File: src/rtl/bht_upd_ctrl.sv
// bht_upd_ctrl: queues resolved-branch history updates and drains them into the BHT write port; also runs a full-table clear sweep.
// Optional macro BHT_UPD_CTRL_PEND_EN adds lookup_pend, flagging queued updates that target lookup_idx.
`default_nettype none

module bht_upd_ctrl #(
  parameter int LINE_NUM = 1024,
  parameter int WIDTH    = 6,
  parameter int DEPTH    = 4
) (
  input  logic                        clk,
  input  logic                        rst,
  input  logic                        stall,
  input  logic                        upd_valid,
  output logic                        upd_ready,
  input  logic [$clog2(LINE_NUM)-1:0] upd_idx,
  input  logic                        upd_taken,
  input  logic                        flush_req,
  output logic                        flush_busy,
  output logic                        bht_wen,
  output logic [$clog2(LINE_NUM)-1:0] bht_waddr,
  output logic                        bht_wdata,
  input  logic [$clog2(LINE_NUM)-1:0] lookup_idx
`ifdef BHT_UPD_CTRL_PEND_EN
  ,
  output logic                        lookup_pend
`endif
);

  localparam int IW = $clog2(LINE_NUM);
  localparam int PW = $clog2(DEPTH);
  localparam int SW = (WIDTH > 1) ? $clog2(WIDTH) : 1;

  typedef enum logic {
    IDLE  = 1'b0,
    SWEEP = 1'b1
  } state_t;

  state_t        state_q, state_d;
  logic [IW-1:0] fifo_idx_q [DEPTH];
  logic          fifo_tk_q  [DEPTH];
  logic [PW-1:0] rptr_q, rptr_d;
  logic [PW-1:0] wptr_q, wptr_d;
  logic [PW:0]   count_q, count_d;
  logic [IW-1:0] line_q, line_d;
  logic [SW-1:0] shift_q, shift_d;
  logic          push;
  logic          pop;

  always_comb begin
    state_d    = state_q;
    rptr_d     = rptr_q;
    wptr_d     = wptr_q;
    count_d    = count_q;
    line_d     = line_q;
    shift_d    = shift_q;
    upd_ready  = 1'b0;
    flush_busy = 1'b0;
    bht_wen    = 1'b0;
    bht_waddr  = '0;
    bht_wdata  = 1'b0;
    push       = 1'b0;
    pop        = 1'b0;
    case (state_q)
      IDLE: begin
        upd_ready = (count_q != (PW+1)'(DEPTH));
        // A flush wins over everything: queued and same-cycle updates are dropped.
        if (flush_req) begin
          state_d = SWEEP;
          rptr_d  = '0;
          wptr_d  = '0;
          count_d = '0;
        end else begin
          push = upd_valid & upd_ready;
          pop  = (count_q != '0) && !stall;
          if (pop) begin
            bht_wen   = 1'b1;
            bht_waddr = fifo_idx_q[rptr_q];
            bht_wdata = fifo_tk_q[rptr_q];
            rptr_d    = rptr_q + PW'(1);
          end
          if (push) begin
            wptr_d = wptr_q + PW'(1);
          end
          count_d = count_q + (PW+1)'(push) - (PW+1)'(pop);
        end
      end
      SWEEP: begin
        flush_busy = 1'b1;
        bht_wen    = 1'b1;
        bht_waddr  = line_q;
        if (!stall) begin
          if (shift_q == SW'(WIDTH - 1)) begin
            shift_d = '0;
            if (line_q == IW'(LINE_NUM - 1)) begin
              line_d  = '0;
              state_d = IDLE;
            end else begin
              line_d = line_q + IW'(1);
            end
          end else begin
            shift_d = shift_q + SW'(1);
          end
        end
      end
      default: state_d = IDLE;
    endcase
  end

  always_ff @(posedge clk or negedge rst) begin
    if (!rst) begin
      state_q <= IDLE;
      rptr_q  <= '0;
      wptr_q  <= '0;
      count_q <= '0;
      line_q  <= '0;
      shift_q <= '0;
    end else begin
      state_q <= state_d;
      rptr_q  <= rptr_d;
      wptr_q  <= wptr_d;
      count_q <= count_d;
      line_q  <= line_d;
      shift_q <= shift_d;
    end
  end

  always_ff @(posedge clk) begin
    if (push) begin
      fifo_idx_q[wptr_q] <= upd_idx;
      fifo_tk_q[wptr_q]  <= upd_taken;
    end
  end

`ifdef BHT_UPD_CTRL_PEND_EN
  logic [DEPTH-1:0] hit;

  // An entry is live when its distance from the head is below the count.
  for (genvar g = 0; g < DEPTH; g++) begin : g_pend
    logic [PW-1:0] off;
    assign off    = PW'(g) - rptr_q;
    assign hit[g] = ({1'b0, off} < count_q) && (fifo_idx_q[g] == lookup_idx);
  end

  assign lookup_pend = |hit;
`else
  logic unused_lookup_idx;
  assign unused_lookup_idx = ^lookup_idx;
`endif

endmodule

`default_nettype wire
File: config.mk
export PLATFORM = sky130hd
export DESIGN_NAME = bht_upd_ctrl
export DESIGN_NICKNAME = d
export VERILOG_FILES = /design/src/rtl/bht_upd_ctrl.sv
export SDC_FILE = /design/constraint.sdc
export NUM_CORES = 1
export LEC_CHECK = 0
export ABC_CLOCK_PERIOD_IN_PS = 2500
export BUFFER_PORTS_ARGS = -buffer_cell sky130_fd_sc_hd__buf_2
export CAP_MARGIN = 40
export CORE_UTILIZATION = 51
export DETAILED_ROUTE_END_ITERATION = 16
export HOLD_SLACK_MARGIN = 0.1
export PLACE_DENSITY = 0.81
export SETUP_SLACK_MARGIN = 0.15
export SLEW_MARGIN = 20
export SYNTH_ARGS = -nofsm -noshare
export SYNTH_HDL_FRONTEND = slang
export SYNTH_SLANG_ARGS = --single-unit
File: constraint.sdc
create_clock -name clk -period 2.5 [get_ports clk]
set_input_delay 0.25 -clock clk [delete_from_list [all_inputs] [get_ports clk]]
set_output_delay 0.25 -clock clk [all_outputs]
set_load 0.01 [all_outputs]
---- Word level (Yosys, flattened, before mapping) ----
Memory sizes are Yosys's and may differ from the RTL's.
Index checks and enable logic that the tools add are counted.
word-level totals
  register bits after elaboration ......... 21
  RAM bits ................................ 44
  input bits .............................. 26
  output and inout port bits .............. 14
  logic and storage cells ................. 56
  memories ................................ 2
memory list
  name        words  bits a word  rd ports  clocked after memory_dff  wr ports  RTL line  source
  fifo_idx_q  4      10           1         0                         1         39        logic [IW-1:0] fifo_idx_q [DEPTH];
  fifo_tk_q   4      1            1         0                         1         40        logic fifo_tk_q [DEPTH];
cells by class
  add/sub/neg operators ................... 6
  equality and inequality tests ........... 3
  muxes and demuxes ....................... 27
  bitwise operators ....................... 3
  reductions and logical operators ........ 9
operators by type and width
  kind                     number
  $mux W10                 3
  $pmux W10 S2             1
  $mux W1                  15
  $add A10 B1 Y10 const B  1
  $eq A10 B10 Y1 const B   1
  $mux W2                  4
  $mux W3                  2
  $reduce_and A2 Y1        3
  $add A2 B1 Y2 const B    2
  $pmux W1 S2              2
  $reduce_bool A2 Y1       2
  $add A3 B1 Y3            1
  $add A3 B1 Y3 const B    1
  $eq A3 B3 Y1 const B     1
  $ne A3 B3 Y1 const B     1
  $reduce_and A3 Y1        1
  $reduce_bool A3 Y1       1
  $sub A3 B1 Y3            1
  $not A1 Y1               2
  $and A1 B1 Y1            1
  $logic_and A1 B1 Y1      1
  $logic_not A1 Y1         1

---- Depth between registers and ports, before layout ----
  depth after elaboration ................. 6
  gate-level depth with buffers ........... 10

---- Least setup slack after synthesis ----
OpenSTA, ideal clock, no wires.
  path kind ............................... register to register
  start point ............................. register count_q[1]
  end point ............................... register count_q[2]
  setup time .............................. 0.139 ns
  arrival time ............................ 2.238 ns
  required time ........................... 2.361 ns
  path slack .............................. 0.123 ns
  stages on the path, launching flop included .. 11
  path buffers ............................ 1
  clock period less this slack ............ 2.377 ns
  cells stage by stage .................... dfrtp_1 > or3b_1 > and2_4 > buf_6 > xnor2_1 > ha_1 > inv_1 > fa_1 > xor2_1 > mux2i_1 > o21ai_0
between the ends
  cells in the longest elaborated chain, start to end .. 5
  elaborated cells between the ends (all ways) .. 7
RTL lines
  what                    RTL line  source
  start, declared         43        logic [PW:0] count_q, count_d;
  start signal, assigned  121       count_q <= count_d;
  $ne A3 B3 Y1            65        upd_ready = (count_q != (PW+1)'(DEPTH));
  $and A1 B1 Y1           73        push = upd_valid & upd_ready;
  $add A3 B1 Y3           84        count_d = count_q + (PW+1)'(push) - (PW+1)'(pop);
  $sub A3 B1 Y3 *         84
  $mux W3 *               67        if (flush_req) begin
Mark *: on every way between the ends. The rest lies on a longest branch, timed or not.
A chain may end at the register's enable or synchronous reset.

---- Worst setup path in the final report ----
  start point ............................. register count_q[0]
  end point ............................... register count_q[2]
Same word-level chain as after synthesis.

==> reports/summary.md <==
## Run status
• **outcome** complete, no violations

## Global routing
• **number of global-route vias before repair** 1795
• **overall track demand over capacity in global routing** 0.2024
• **pin count of the biggest net entering global routing** 22
• **leftover overflow at the end of global routing** 0
• **wire length of the first global-routing pass** 9025 um
• **antenna violations before repair** 0

## Timing
• **Final Cycle Share** 0.9025
• **time the worst path needs with I/O delays and setup** 2.256 ns
• **Setup-failing EPs final** 0
• **unrepaired setup endpoints after global routing** false
• **relative max-transition margin** 0.6245
• **count of pins over their slew limit** 0
• **number of hold violations in the final report** 0
• **Peak Freq** 443.2 MHz
• **worst setup margin** 0.2438 ns
• **transition time of the tightest slew-check pin** 0.5633 ns
• **final clock skew** 0.006666 ns
• **Setup TNS Final** 0 ns

## Finish
• **area taken by flip-flops and latches** 1848 um2
• **area of combinational cells with multiple inputs** 1049 um2
• **share of final-layout standard cells stronger than drive strength 1** 0.3028
• **final cell area excluding filler cells** 3486 um2
• **Net count, final** 279
• **final antenna diode count** 0
• **core occupancy in the finished layout** 0.6254
• **relative area change from synthesis to final layout** 17.01%
• **count of filler cells inserted in the layout** 418

## Clocking
• **CTS tree** yes
• **number of CTS-inserted buffers** 9
• **buffers from clock root to sink, at most** 2
• **number of H-tree levels** 3
• **number of clock sinks** 65
• **clock latency on the worst-skew pair** 0.33 ns
• **clock slew seen by the registers of the worst setup and hold paths** 0.07 ns
• **root buffer cell** clkbuf_8

## Power and ir drop
• **combinational fraction of design power** 0.124
• **Cell Int Power** 1.916 mW
• **sw frac** 0.2563
• **reported leakage power** 1.396 nW
• **clock network power share** 0.381
• **Reg power frac** 0.495
• **worst supply voltage drop on vdd** 0.0004937 V
• **switching power summed over all nets** 0.6606 mW
• **overall power** 2.577 mW
• **power density of the placed cells** 739.3 nW/um2

## Synthesis
• **leading area contributor after synthesis** edfxtp_1
• **Synth Cell Area** 2979 um2
• **register bit total from synthesis** 65
• **Post-Syn Nets** 239
• **post-synthesis cell type count** 46
• **Area contributors post-synth** edfxtp_1, dfrtp_1, mux4_2, a22o_1, ha_1
• **share of synthesized registers carrying an async set or reset** 0.3231
• **Synth top area share** 0.4435
• **number of warnings issued by yosys** 0
• **post-synthesis instance total** 206
• **top flip-flop cell by instance count after synthesis** edfxtp_1
• **share of synthesized area occupied by flip-flops and latches** 0.6199
• **Post-synth EDFFs** 44
• **syn_area_per_cell** 14.46 um2

## Worst hold path
• **hold_sp** upd_idx[2]
• **path category of the worst min-delay check** in2reg
• **worst hold path endpoint** fifo_idx_q[2][2]$_DFFE_PP_
• **number of cells on the worst hold path** 1

## Routing
• **number of remaining DRC errors** 0
• **total routed wirelength** 5761 um
• **routed length per instance** 17.84 um
• **Pre-Repair DR Iteration Count** 4
• **vias after detailed routing** 1884
• **Vias per Instance** 5.833
• **number of DRC violations after detailed-routing iteration 0** 185
• **antenna-violating nets left** 0

## Setup path
• **master of the slowest instance on the critical path** dfrtp_1
• **R2R cell count** 9
• **worst reg2reg startpoint** count_q[0]$_DFFE_PN0N_
• **worst path bufs/invs** 1
• **internal reg-to-reg setup slack** 0.24 ns
• **classification of the worst setup path** reg2reg
• **CP max FO** 4
• **Worst setup SP type** flip-flop
• **Crit path required time** 2.72 ns
• **category of the worst setup path capture point** flip-flop
• **reg2reg end** count_q[2]$_DFFE_PN0N_
• **cells along the critical path** or3b_4 -> and2_4 -> xnor2_2 -> ha_1 -> inv_1 -> fa_2 -> xor2_1 -> mux2i_1 -> o21ai_1
• **cell family with most CP delay** simple AND/OR/NAND/NOR gates
• **Worst EP arrival** 2.48 ns
• **maximum single-stage delay on the critical path** 0.41 ns

## Placement
• **HPWL after DPL** 3638 um
• **IO buf count** 29
• **worst-case setup slack after placement** 0.1769 ns
• **instance area at placement** 3177 um2
• **weighted congestion at the end of routability-driven global placement** 0.8594

## Die
• **Rows** 27
• **number of I/O pins** 40
• **placeable core region** 5574 um2
• **width of the die** 78.43 um
• **chip height** 78.43 um
• **Starting Density** 0.5345
• **DIE AREA** 6151 um2

## Flow run
• **max cap viols** 0

## area by class of cell
type,instances,share of cell area
Sequential cell,65,0.5302
Multi-Input combinational cell,119,0.3008
Tap cell,72,0.02584
Clock inverter,6,0.02656
Inverter,9,0.009691
Timing Repair Buffer,42,0.07035
Clock buffer,10,0.03661
## worst max-delay path by stage
stage / startpoint / end / slack, ns / depth (start not counted)
2_1_floorplan: count_q[1]$_DFFE_PN0N_ / count_q[2]$_DFFE_PN0N_ / 0.16 / 10
3_3_place_gp: count_q[0]$_DFFE_PN0N_ / count_q[2]$_DFFE_PN0N_ / 0.21 / 9
3_5_place_dp: count_q[0]$_DFFE_PN0N_ / count_q[2]$_DFFE_PN0N_ / 0.18 / 9
4_1_cts: count_q[0]$_DFFE_PN0N_ / count_q[2]$_DFFE_PN0N_ / 0.16 / 9
5_1_grt: count_q[2]$_DFFE_PN0N_ / count_q[2]$_DFFE_PN0N_ / 0.11 / 9
6_report: count_q[0]$_DFFE_PN0N_ / count_q[2]$_DFFE_PN0N_ / 0.24 / 9
## synthesized netlist by cell type, types with 4 or more instances
library cell / instances
edfxtp_1: 44
dfrtp_1: 21
a22o_1: 11
mux4_2: 11
inv_1: 9
nand2_1: 9
and3_1: 7
clkbuf_1: 7
nor3_1: 7
o21ai_0: 7
ha_1: 6
nand3_1: 5
xor2_1: 5
nand4_1: 4
nor2_1: 4
nor4_1: 4
## logic make-up after synthesis
logic type	count (synthesis)	synth area share
fa+ha+maj	7	0.03192
buf+inv	22	0.03486
compound gates	35	0.09492
flops	65	0.6199
simple gates	58	0.1113
mux	12	0.08652
xor+xnor	7	0.02058
## what timing repair did
action / CTS / global route
setup endpoints to repair: 11 / 1
setup buffers: 0 / 8
hold endpoints to repair: 21 / 0
hold buffers: 1 / 0
pin swaps: 0 / 3
gates resized for setup: 1 / 5
## registers in the layout (all words and copies together) (netlist names)
| signal | flops |
|---|---|
| rptr_q | 2 |
| wptr_q | 2 |
| fifo_tk_q | 4 |
| shift_q | 3 |
| fifo_idx_q | 40 |
| count_q | 3 |
| state_q | 1 |
| line_q | 10 |
## per-layer routing
layer  up-vias  wire length (um)  share of wire  GRT usage
li1        879                 -              -          -
met1       939              2577           0.45     0.2774
met2        57              2841           0.49     0.3114
met3         9               257          0.045    0.03837
met4         0                85          0.015     0.1000
met5         -                 0              0          0
## power groups by stage
| stage | registers (mW) | clock network, mW | logic (mW) |
|---|---|---|---|
| 2_1_floorplan | 1.27 | 0 | 0.223 |
| 3_3_place_gp | 1.29 | 0 | 0.277 |
| 3_5_place_dp | 1.30 | 0 | 0.282 |
| 4_1_cts | 1.27 | 0.991 | 0.285 |
| 5_1_grt | 1.28 | 1.04 | 0.357 |
| 6_report | 1.28 | 0.982 | 0.319 |
## through the flow
step | std cells | hold slack (ns)
after detailed placement | 298 | 0.2474
after CTS | 315 | 0.1125
final | 323 | 0.1281
after floorplan | 206 | -0.04559
after global routing | 323 | 0.1249
after global placement | 298 | 0.2413
## cell usage in the layout (no fill, tap or decap), types with 7 or more instances in the layout
| master | synthesis | routed |
|---|---|---|
| clkbuf_8 | 0 | 9 |
| and3_1 | 7 | 7 |
| inv_1 | 9 | 9 |
| mux4_2 | 11 | 11 |
| dfrtp_1 | 21 | 20 |
| nand2_1 | 9 | 9 |
| buf_2 | 2 | 29 |
| edfxtp_1 | 44 | 44 |
| buf_4 | 1 | 12 |
| a22o_1 | 11 | 11 |
Power figures use the tool's default switching activity.
